===== src/rtl/bridge_pkg.sv =====
// Shared types and constants for the AXI cache bridge: FSM state encodings,
// fixed AXI field values and the latched request record.
package bridge_pkg;

    localparam int REQ_ADDR_W = 32;

    localparam logic       ID_INST    = 1'b0;
    localparam logic       ID_DATA    = 1'b1;
    localparam logic [1:0] BURST_INCR = 2'b01;

    typedef enum logic [1:0] {
        R_IDLE,
        R_ADDR,
        R_DATA
    } rd_state_e;

    typedef enum logic [1:0] {
        W_IDLE,
        W_ADDR,
        W_DATA,
        W_RESP
    } wr_state_e;

    // The address field is sized by REQ_ADDR_W; the top's ADDR_W must match it.
    typedef struct packed {
        logic [REQ_ADDR_W-1:0] addr;
        logic [7:0]            len;
        logic [2:0]            size;
    } req_t;

endpackage


===== src/rtl/bridge_wr_ch.sv =====
// Write channel of the cache bridge: dcache writeback FSM (AW, then W beats, then B)
// with an 8-bit beat counter that raises wlast on the beat matching the latched len.
module bridge_wr_ch
    import bridge_pkg::*;
#(
    parameter int ADDR_W = REQ_ADDR_W,
    parameter int DATA_W = 32,
    parameter int ID_W   = 4
) (
    input  logic                aclk,
    input  logic                aresetn,
    input  logic                dw_valid_i,
    output logic                dw_ready_o,
    input  req_t                dw_req_i,
    input  logic                rd_dcache_busy_i,
    input  logic                dw_wvalid_i,
    output logic                dw_wready_o,
    input  logic [DATA_W-1:0]   dw_wdata_i,
    input  logic [DATA_W/8-1:0] dw_wstrb_i,
    output logic                dw_done_o,
    output logic [ID_W-1:0]     awid_o,
    output logic [ADDR_W-1:0]   awaddr_o,
    output logic [7:0]          awlen_o,
    output logic [2:0]          awsize_o,
    output logic [1:0]          awburst_o,
    output logic [1:0]          awlock_o,
    output logic [3:0]          awcache_o,
    output logic [2:0]          awprot_o,
    output logic                awvalid_o,
    input  logic                awready_i,
    output logic [ID_W-1:0]     wid_o,
    output logic [DATA_W-1:0]   wdata_o,
    output logic [DATA_W/8-1:0] wstrb_o,
    output logic                wlast_o,
    output logic                wvalid_o,
    input  logic                wready_i,
    input  logic                bvalid_i,
    output logic                bready_o,
    output logic                idle_o
);

    wr_state_e  wr_q, wr_d;
    req_t       req_q, req_d;
    logic [7:0] beat_q, beat_d;

    // NOTE: every output and next-state value gets a default before the case,
    // so no path through the block leaves a variable unassigned (no latches).
    always_comb begin
        wr_d        = wr_q;
        req_d       = req_q;
        beat_d      = beat_q;
        dw_ready_o  = 1'b0;
        awvalid_o   = 1'b0;
        wvalid_o    = 1'b0;
        dw_wready_o = 1'b0;
        bready_o    = 1'b0;
        dw_done_o   = 1'b0;
        case (wr_q)
            W_IDLE: begin
                // The reset term keeps dw_ready low while aresetn is asserted.
                if (aresetn && dw_valid_i && !rd_dcache_busy_i) begin
                    dw_ready_o = 1'b1;
                    req_d      = dw_req_i;
                    beat_d     = 8'd0;
                    wr_d       = W_ADDR;
                end
            end
            W_ADDR: begin
                awvalid_o = 1'b1;
                if (awready_i) wr_d = W_DATA;
            end
            W_DATA: begin
                wvalid_o    = dw_wvalid_i;
                dw_wready_o = wready_i;
                if (dw_wvalid_i && wready_i) begin
                    if (beat_q == req_q.len) wr_d = W_RESP;
                    else beat_d = beat_q + 8'd1;
                end
            end
            W_RESP: begin
                bready_o = 1'b1;
                if (bvalid_i) begin
                    dw_done_o = 1'b1;
                    wr_d      = W_IDLE;
                end
            end
            default: wr_d = W_IDLE;
        endcase
    end

    // NOTE: sequential state uses non-blocking assignments so every flop
    // samples the pre-edge values of its inputs.
    always_ff @(posedge aclk or negedge aresetn) begin
        if (!aresetn) begin
            wr_q   <= W_IDLE;
            req_q  <= '0;
            beat_q <= 8'd0;
        end else begin
            wr_q   <= wr_d;
            req_q  <= req_d;
            beat_q <= beat_d;
        end
    end

    assign awid_o    = ID_W'(ID_DATA);
    assign awaddr_o  = req_q.addr;
    assign awlen_o   = req_q.len;
    assign awsize_o  = req_q.size;
    assign awburst_o = BURST_INCR;
    assign awlock_o  = 2'b00;
    assign awcache_o = 4'b0000;
    assign awprot_o  = 3'b000;

    assign wid_o   = ID_W'(ID_DATA);
    assign wdata_o = dw_wdata_i;
    assign wstrb_o = dw_wstrb_i;
    assign wlast_o = (wr_q == W_DATA) && (beat_q == req_q.len);
    assign idle_o  = (wr_q == W_IDLE);

endmodule


===== src/rtl/axi_cache_bridge.sv =====
// Merges icache refills, dcache refills and dcache writebacks onto one AXI master port.
// Optional statistic counters are built when BRIDGE_STAT_EN is defined.
module axi_cache_bridge
    import bridge_pkg::*;
#(
    parameter int ADDR_W = REQ_ADDR_W,
    parameter int DATA_W = 32,
    parameter int ID_W   = 4
) (
    input  logic                aclk,
    input  logic                aresetn,
    input  logic                ir_valid,
    output logic                ir_ready,
    input  logic [ADDR_W-1:0]   ir_addr,
    input  logic [7:0]          ir_len,
    input  logic [2:0]          ir_size,
    output logic                ir_rvalid,
    output logic                ir_rlast,
    output logic                ir_rerr,
    input  logic                dr_valid,
    output logic                dr_ready,
    input  logic [ADDR_W-1:0]   dr_addr,
    input  logic [7:0]          dr_len,
    input  logic [2:0]          dr_size,
    output logic                dr_rvalid,
    output logic                dr_rlast,
    output logic                dr_rerr,
    output logic [DATA_W-1:0]   rdata_o,
    input  logic                dw_valid,
    output logic                dw_ready,
    input  logic [ADDR_W-1:0]   dw_addr,
    input  logic [7:0]          dw_len,
    input  logic [2:0]          dw_size,
    input  logic                dw_wvalid,
    output logic                dw_wready,
    input  logic [DATA_W-1:0]   dw_wdata,
    input  logic [DATA_W/8-1:0] dw_wstrb,
    output logic                dw_done,
    output logic [ID_W-1:0]     arid,
    output logic [ADDR_W-1:0]   araddr,
    output logic [7:0]          arlen,
    output logic [2:0]          arsize,
    output logic [1:0]          arburst,
    output logic [1:0]          arlock,
    output logic [3:0]          arcache,
    output logic [2:0]          arprot,
    output logic                arvalid,
    input  logic                arready,
    input  logic [ID_W-1:0]     rid,
    input  logic [DATA_W-1:0]   rdata,
    input  logic [1:0]          rresp,
    input  logic                rlast,
    input  logic                rvalid,
    output logic                rready,
    output logic [ID_W-1:0]     awid,
    output logic [ADDR_W-1:0]   awaddr,
    output logic [7:0]          awlen,
    output logic [2:0]          awsize,
    output logic [1:0]          awburst,
    output logic [1:0]          awlock,
    output logic [3:0]          awcache,
    output logic [2:0]          awprot,
    output logic                awvalid,
    input  logic                awready,
    output logic [ID_W-1:0]     wid,
    output logic [DATA_W-1:0]   wdata,
    output logic [DATA_W/8-1:0] wstrb,
    output logic                wlast,
    output logic                wvalid,
    input  logic                wready,
    input  logic [ID_W-1:0]     bid,
    input  logic [1:0]          bresp,
    input  logic                bvalid,
    output logic                bready,
    output logic [31:0]         stat_rd_stall,
    output logic [31:0]         stat_wr_busy
);

    rd_state_e rd_q, rd_d;
    req_t      rd_req_q, rd_req_d;
    logic      rd_owner_q, rd_owner_d;
    logic      ir_grant, dr_grant;
    logic      wr_idle, rd_dcache_busy, rd_beat;
    logic      unused_resp;

    // Dcache reads yield to a pending or active writeback to keep RAW order.
    always_comb begin
        rd_d       = rd_q;
        rd_req_d   = rd_req_q;
        rd_owner_d = rd_owner_q;
        ir_grant   = 1'b0;
        dr_grant   = 1'b0;
        case (rd_q)
            R_IDLE: begin
                if (aresetn && dr_valid && wr_idle && !dw_valid) begin
                    dr_grant   = 1'b1;
                    rd_req_d   = '{addr: dr_addr, len: dr_len, size: dr_size};
                    rd_owner_d = ID_DATA;
                    rd_d       = R_ADDR;
                end else if (aresetn && ir_valid) begin
                    ir_grant   = 1'b1;
                    rd_req_d   = '{addr: ir_addr, len: ir_len, size: ir_size};
                    rd_owner_d = ID_INST;
                    rd_d       = R_ADDR;
                end
            end
            R_ADDR:  if (arready) rd_d = R_DATA;
            R_DATA:  if (rvalid && rlast) rd_d = R_IDLE;
            default: rd_d = R_IDLE;
        endcase
    end

    always_ff @(posedge aclk or negedge aresetn) begin
        if (!aresetn) begin
            rd_q       <= R_IDLE;
            rd_req_q   <= '0;
            rd_owner_q <= ID_INST;
        end else begin
            rd_q       <= rd_d;
            rd_req_q   <= rd_req_d;
            rd_owner_q <= rd_owner_d;
        end
    end

    assign ir_ready = ir_grant;
    assign dr_ready = dr_grant;

    assign arid    = ID_W'(rd_owner_q);
    assign araddr  = rd_req_q.addr;
    assign arlen   = rd_req_q.len;
    assign arsize  = rd_req_q.size;
    assign arburst = BURST_INCR;
    assign arlock  = 2'b00;
    assign arcache = 4'b0000;
    assign arprot  = 3'b000;
    assign arvalid = (rd_q == R_ADDR);
    assign rready  = (rd_q == R_DATA);

    // Beats go to the latched owner regardless of rid: only one read is ever in flight.
    assign rd_beat   = rvalid && (rd_q == R_DATA);
    assign ir_rvalid = rd_beat && (rd_owner_q == ID_INST);
    assign dr_rvalid = rd_beat && (rd_owner_q == ID_DATA);
    assign ir_rlast  = ir_rvalid && rlast;
    assign dr_rlast  = dr_rvalid && rlast;
    assign ir_rerr   = ir_rvalid && (rresp != 2'b00);
    assign dr_rerr   = dr_rvalid && (rresp != 2'b00);
    assign rdata_o   = rdata;

    assign rd_dcache_busy = (rd_q != R_IDLE) && (rd_owner_q == ID_DATA);
    assign unused_resp    = ^{rid, bid, bresp};

    bridge_wr_ch #(
        .ADDR_W (ADDR_W),
        .DATA_W (DATA_W),
        .ID_W   (ID_W)
    ) u_wr_ch (
        .aclk             (aclk),
        .aresetn          (aresetn),
        .dw_valid_i       (dw_valid),
        .dw_ready_o       (dw_ready),
        .dw_req_i         ('{addr: dw_addr, len: dw_len, size: dw_size}),
        .rd_dcache_busy_i (rd_dcache_busy),
        .dw_wvalid_i      (dw_wvalid),
        .dw_wready_o      (dw_wready),
        .dw_wdata_i       (dw_wdata),
        .dw_wstrb_i       (dw_wstrb),
        .dw_done_o        (dw_done),
        .awid_o           (awid),
        .awaddr_o         (awaddr),
        .awlen_o          (awlen),
        .awsize_o         (awsize),
        .awburst_o        (awburst),
        .awlock_o         (awlock),
        .awcache_o        (awcache),
        .awprot_o         (awprot),
        .awvalid_o        (awvalid),
        .awready_i        (awready),
        .wid_o            (wid),
        .wdata_o          (wdata),
        .wstrb_o          (wstrb),
        .wlast_o          (wlast),
        .wvalid_o         (wvalid),
        .wready_i         (wready),
        .bvalid_i         (bvalid),
        .bready_o         (bready),
        .idle_o           (wr_idle)
    );

`ifdef BRIDGE_STAT_EN
    logic [31:0] stall_cnt_q, busy_cnt_q;

    always_ff @(posedge aclk or negedge aresetn) begin
        if (!aresetn) begin
            stall_cnt_q <= 32'd0;
            busy_cnt_q  <= 32'd0;
        end else begin
            if ((ir_valid || dr_valid) && !(ir_grant || dr_grant))
                stall_cnt_q <= stall_cnt_q + 32'd1;
            if (!wr_idle)
                busy_cnt_q <= busy_cnt_q + 32'd1;
        end
    end

    assign stat_rd_stall = stall_cnt_q;
    assign stat_wr_busy  = busy_cnt_q;
`else
    assign stat_rd_stall = 32'd0;
    assign stat_wr_busy  = 32'd0;
`endif

endmodule


===== config.mk =====
export PLATFORM = sky130hd
export DESIGN_NAME = axi_cache_bridge
export DESIGN_NICKNAME = d
export VERILOG_FILES = /design/src/rtl/bridge_pkg.sv /design/src/rtl/bridge_wr_ch.sv /design/src/rtl/axi_cache_bridge.sv
export SDC_FILE = /design/constraint.sdc
export NUM_CORES = 1
export LEC_CHECK = 0
export CAP_MARGIN = 20
export CORE_AREA = 2 2 191 193
export CTS_BUF_LIST = sky130_fd_sc_hd__clkbuf_4
export DETAILED_ROUTE_END_ITERATION = 7
export DIE_AREA = 0 0 193 195
export SLEW_MARGIN = 0
export SYNTH_ARGS = -nofsm -noshare
export SYNTH_HDL_FRONTEND = slang
export SYNTH_HIERARCHICAL = 1
export SYNTH_SLANG_ARGS = --single-unit

===== constraint.sdc =====
create_clock -name aclk -period 3.5 [get_ports aclk]
set_clock_uncertainty 0.2 [all_clocks]
set_input_delay 0.875 -clock aclk [delete_from_list [all_inputs] [get_ports aclk]]
set_output_delay 0.875 -clock aclk [all_outputs]
set_load 0.005 [all_outputs]

==> metrics <==
reg2reg setup slack=between 900 and 1000 ps; Core Area=between 0.03 and 0.04 mm2; Hold Crit Class=input pin to async pin; GRT Overall Usage=under 10%; TritonCTS clock tree=done; PortBufs=approximately 250; total congestion overflow=0; register area share after synthesis=between 40% and 50%; Ports=~500; Routed wire per std cell=between 10 and 15 um; crit path kind=input pin to output port; instance area at placement=just over 0.008 mm2; cts bufs inserted=9; die area=0.0376 mm2; crit path time final=~3300 ps; H-tree depth=3; Starting Density=~17%; Yosys warning count=6; Post-route DRC=0; max incr delay on CP=about 530 ps; largest family of logic cells by synthesized area=buffers and inverters; RR Endpoint=araddr[5]$_DFFE_PN0P_; Max Slew Vio Count=0; CP max-delay cell=clkdlybuf4s50_1; number of global-route vias before repair=about 4400; Cells after Synth=605; simple-gate share of the synthesized area=roughly an eighth; post-synthesis mux area share=between 15 and 20%; VDD IR-drop max=between 0.3 and 0.4 mV; largest net degree at the start of global routing=57; CP max FO=3; Cell Rows=69; highest clock rate=roughly 0.3 GHz; final instance area=roughly 0.0085 mm2; worst path cell trace=clkdlybuf4s50_1 > and3b_1 > nor2b_1 > clkdlybuf4s50_1; hpwl dp=between 10000 and 15000 um; proportion of layout cells with a drive suffix above 1=17.0%; Post-Syn Area per Cell=10.0 um2; pre-CTS setup slack=-166 ps; Max-slew headroom=a little under half; Vias per Instance=between 3 and 4; clk_lat worst skew=roughly 570 ps; Post-Route WL=~18000 um; Yosys reg bits=just under 100; Top FF cell, synth=dfrtp_1; initial antenna violation count=3; TritonRoute pass-1 iters=4; Die H=195 um; Detailed Route Iter0 Violations=about 140; crit start category=input pin; Async S/R FF share, synth=100%; EDFF count, synth=0; Finish-stage setup viols=0; maximum buffer depth of the clock tree=2; most used cell, CP=clkdlybuf4s50_1; Die W=193 um; synthesized area=around 0.0061 mm2; R2R cell count=7; Sink Count=99; status=complete, no violations; final worst path period share=95.7%; first-pass GRT wire length=roughly 25000 um; WP data arrival=between 2000 and 2500 ps; reg2reg start=u_wr_ch/wr_q[1]$_DFFE_PN0P_; Non-Filler Instances=1262; CP endpoint kind=output port; Layout Utilization=23.9%; Lkg Pwr=roughly 3.8 nW; Final #Nets=1017; Synth Area in Adders=1.03%; via count=around 4500; Worst-path clk slew=between 150 and 200 ps; MaxCap Viol Count=0; Final WS setup=between 150 and 200 ps; Synth Area in XOR/XNOR=about 1.2%; Final ANT Viol Nets=0; PwrDens=approximately 640 mW/mm2; Synth cell types=47; P&R area growth vs syn=39.8%; Final Hold Viols=0; slew of the pin with the lowest slew margin=about 800 ps; Placer Congestion=roughly 0.7; CTS root buf=clkbuf_4; post-route setup TNS=0 ps; Req. time, crit path=approximately 2400 ps; post-synthesis compound-gate area fraction=approximately 4.4%; post-placement cell count=approximately 1200
flip-flops by register name, indices dropped and copies added, names as in the netlist:
signal            count
u_wr_ch/awlen_o       8
u_wr_ch/awsize_o      3
rd_q                  2
arlen                 8
u_wr_ch/beat_q        8
arsize                3
u_wr_ch/wr_q          2
rd_owner_q            1
araddr               32
u_wr_ch/awaddr_o     32
placed cells by master (no fill, tap or decap), types with 3 or more instances in the layout:
cell type        count
nand4_1              3
xor2_1               8
nor2b_1              8
a22o_1               6
and2_1               6
and3_1               6
mux2_2              84
clkdlybuf4s50_1    240
nand2_1            135
mux2_1               3
nor2_1               5
buf_4               22
dfrtp_1             97
clkbuf_4             9
conb_1              97
inv_1                5
diode_2              5
dlymetal6s2s_1       3
ha_1                 4
metrics by stage:
stage	power, mW	hold WS, ps
6_report	5.45	241
3_5_place_dp	4.66	266
4_1_cts	5.55	184
2_1_floorplan	3.21	270
3_3_place_gp	4.62	257
5_1_grt	5.92	197
power by group:
group	leakage (nW)	switching, mW	total [mW]	internal [mW]
Clock	0.0946	0.476	0.780	0.304
Sequential	1.21	0.312	1.97	1.66
Combinational	2.47	1.03	2.70	1.67
Total	3.78	1.82	5.45	3.64
routing by layer:
layer,vias up,share of wire (%),GRT usage (%)
met5,-,0.051,0
met4,2,2.5,3.68
met3,37,14,4.96
met2,276,47,15.1
met1,2066,37,9.40
li1,2098,-,-
worst max-delay path, delay by kind of cell:
family                 cells  cell delay [ps]
buffers and inverters      2             1010
and+or+nand+nor            2              390
layout make-up:
class / instances / area, um2
fillers: 3843 / 26900
clock inverters: 7 / 109
well taps: 461 / 577
flip-flops and latches: 99 / 2480
clock buffers: 9 / 67.6
multi-input cells: 405 / 2540
diodes: 5 / 12.5
inverters: 7 / 26.3
repair buffers: 269 / 2650
cells in the mapped netlist, types with 2 or more instances:
cell type,n,area [um2]
a31oi_1,2,12.5
o21ai_0,2,10.0
a311o_1,2,20.0
ha_1,5,62.6
nor2b_1,9,56.3
a211oi_1,2,15.0
nand4b_1,2,17.5
mux2_2,84,946
a311o_2,2,22.5
buf_4,168,1260
and3_1,6,37.5
mux2_1,3,33.8
dfrtp_1,99,2480
nand4_1,3,18.8
nor4_2,2,25.0
clkbuf_1,10,37.5
nand3_1,2,10.0
buf_2,3,15.0
inv_1,6,22.5
a21o_1,2,15.0
xor2_1,8,70.1
a22o_1,6,52.6
nand2_1,135,507
and2_1,6,37.5
nor3_1,2,10.0
conb_1,4,15.0
buf_6,6,67.6
nor2_1,5,18.8
cell families (layout without fill, tap and decap cells):
group | count (synthesis) | after routing
buffers and inverters | 194 | 292
AO/OA/AOI/OAI | 31 | 31
other | 4 | 102
AND/OR/NAND/NOR | 177 | 177
adder cells (fa/ha/maj) | 5 | 5
flip-flops | 99 | 99
XOR/XNOR | 8 | 8
multiplexers | 87 | 87
worst max-delay path by stage:
stage / start / to / slack, ps / cells past startpoint
2_1_floorplan: dw_valid / dr_ready / 770 / 4
6_report: rvalid / ir_rerr / 150 / 4
4_1_cts: ir_valid / ir_ready / 4 / 5
3_5_place_dp: dw_valid / dw_ready / -170 / 4
5_1_grt: rd_q[0]$_DFFE_PN0P_ / ir_rerr / -5 / 4
3_3_place_gp: dw_valid / dw_ready / -180 / 4
what timing repair did:
action | CTS | global route
pin swaps | 5 | 1
setup endpoints to repair | 4 | 7
setup buffers | 3 | 5
endpoints found under the hold margin | 2 | 0
hold buffers | 1 | 0
resized for setup | 5 | 7
Note: power is estimated with default switching activity, not from simulation.
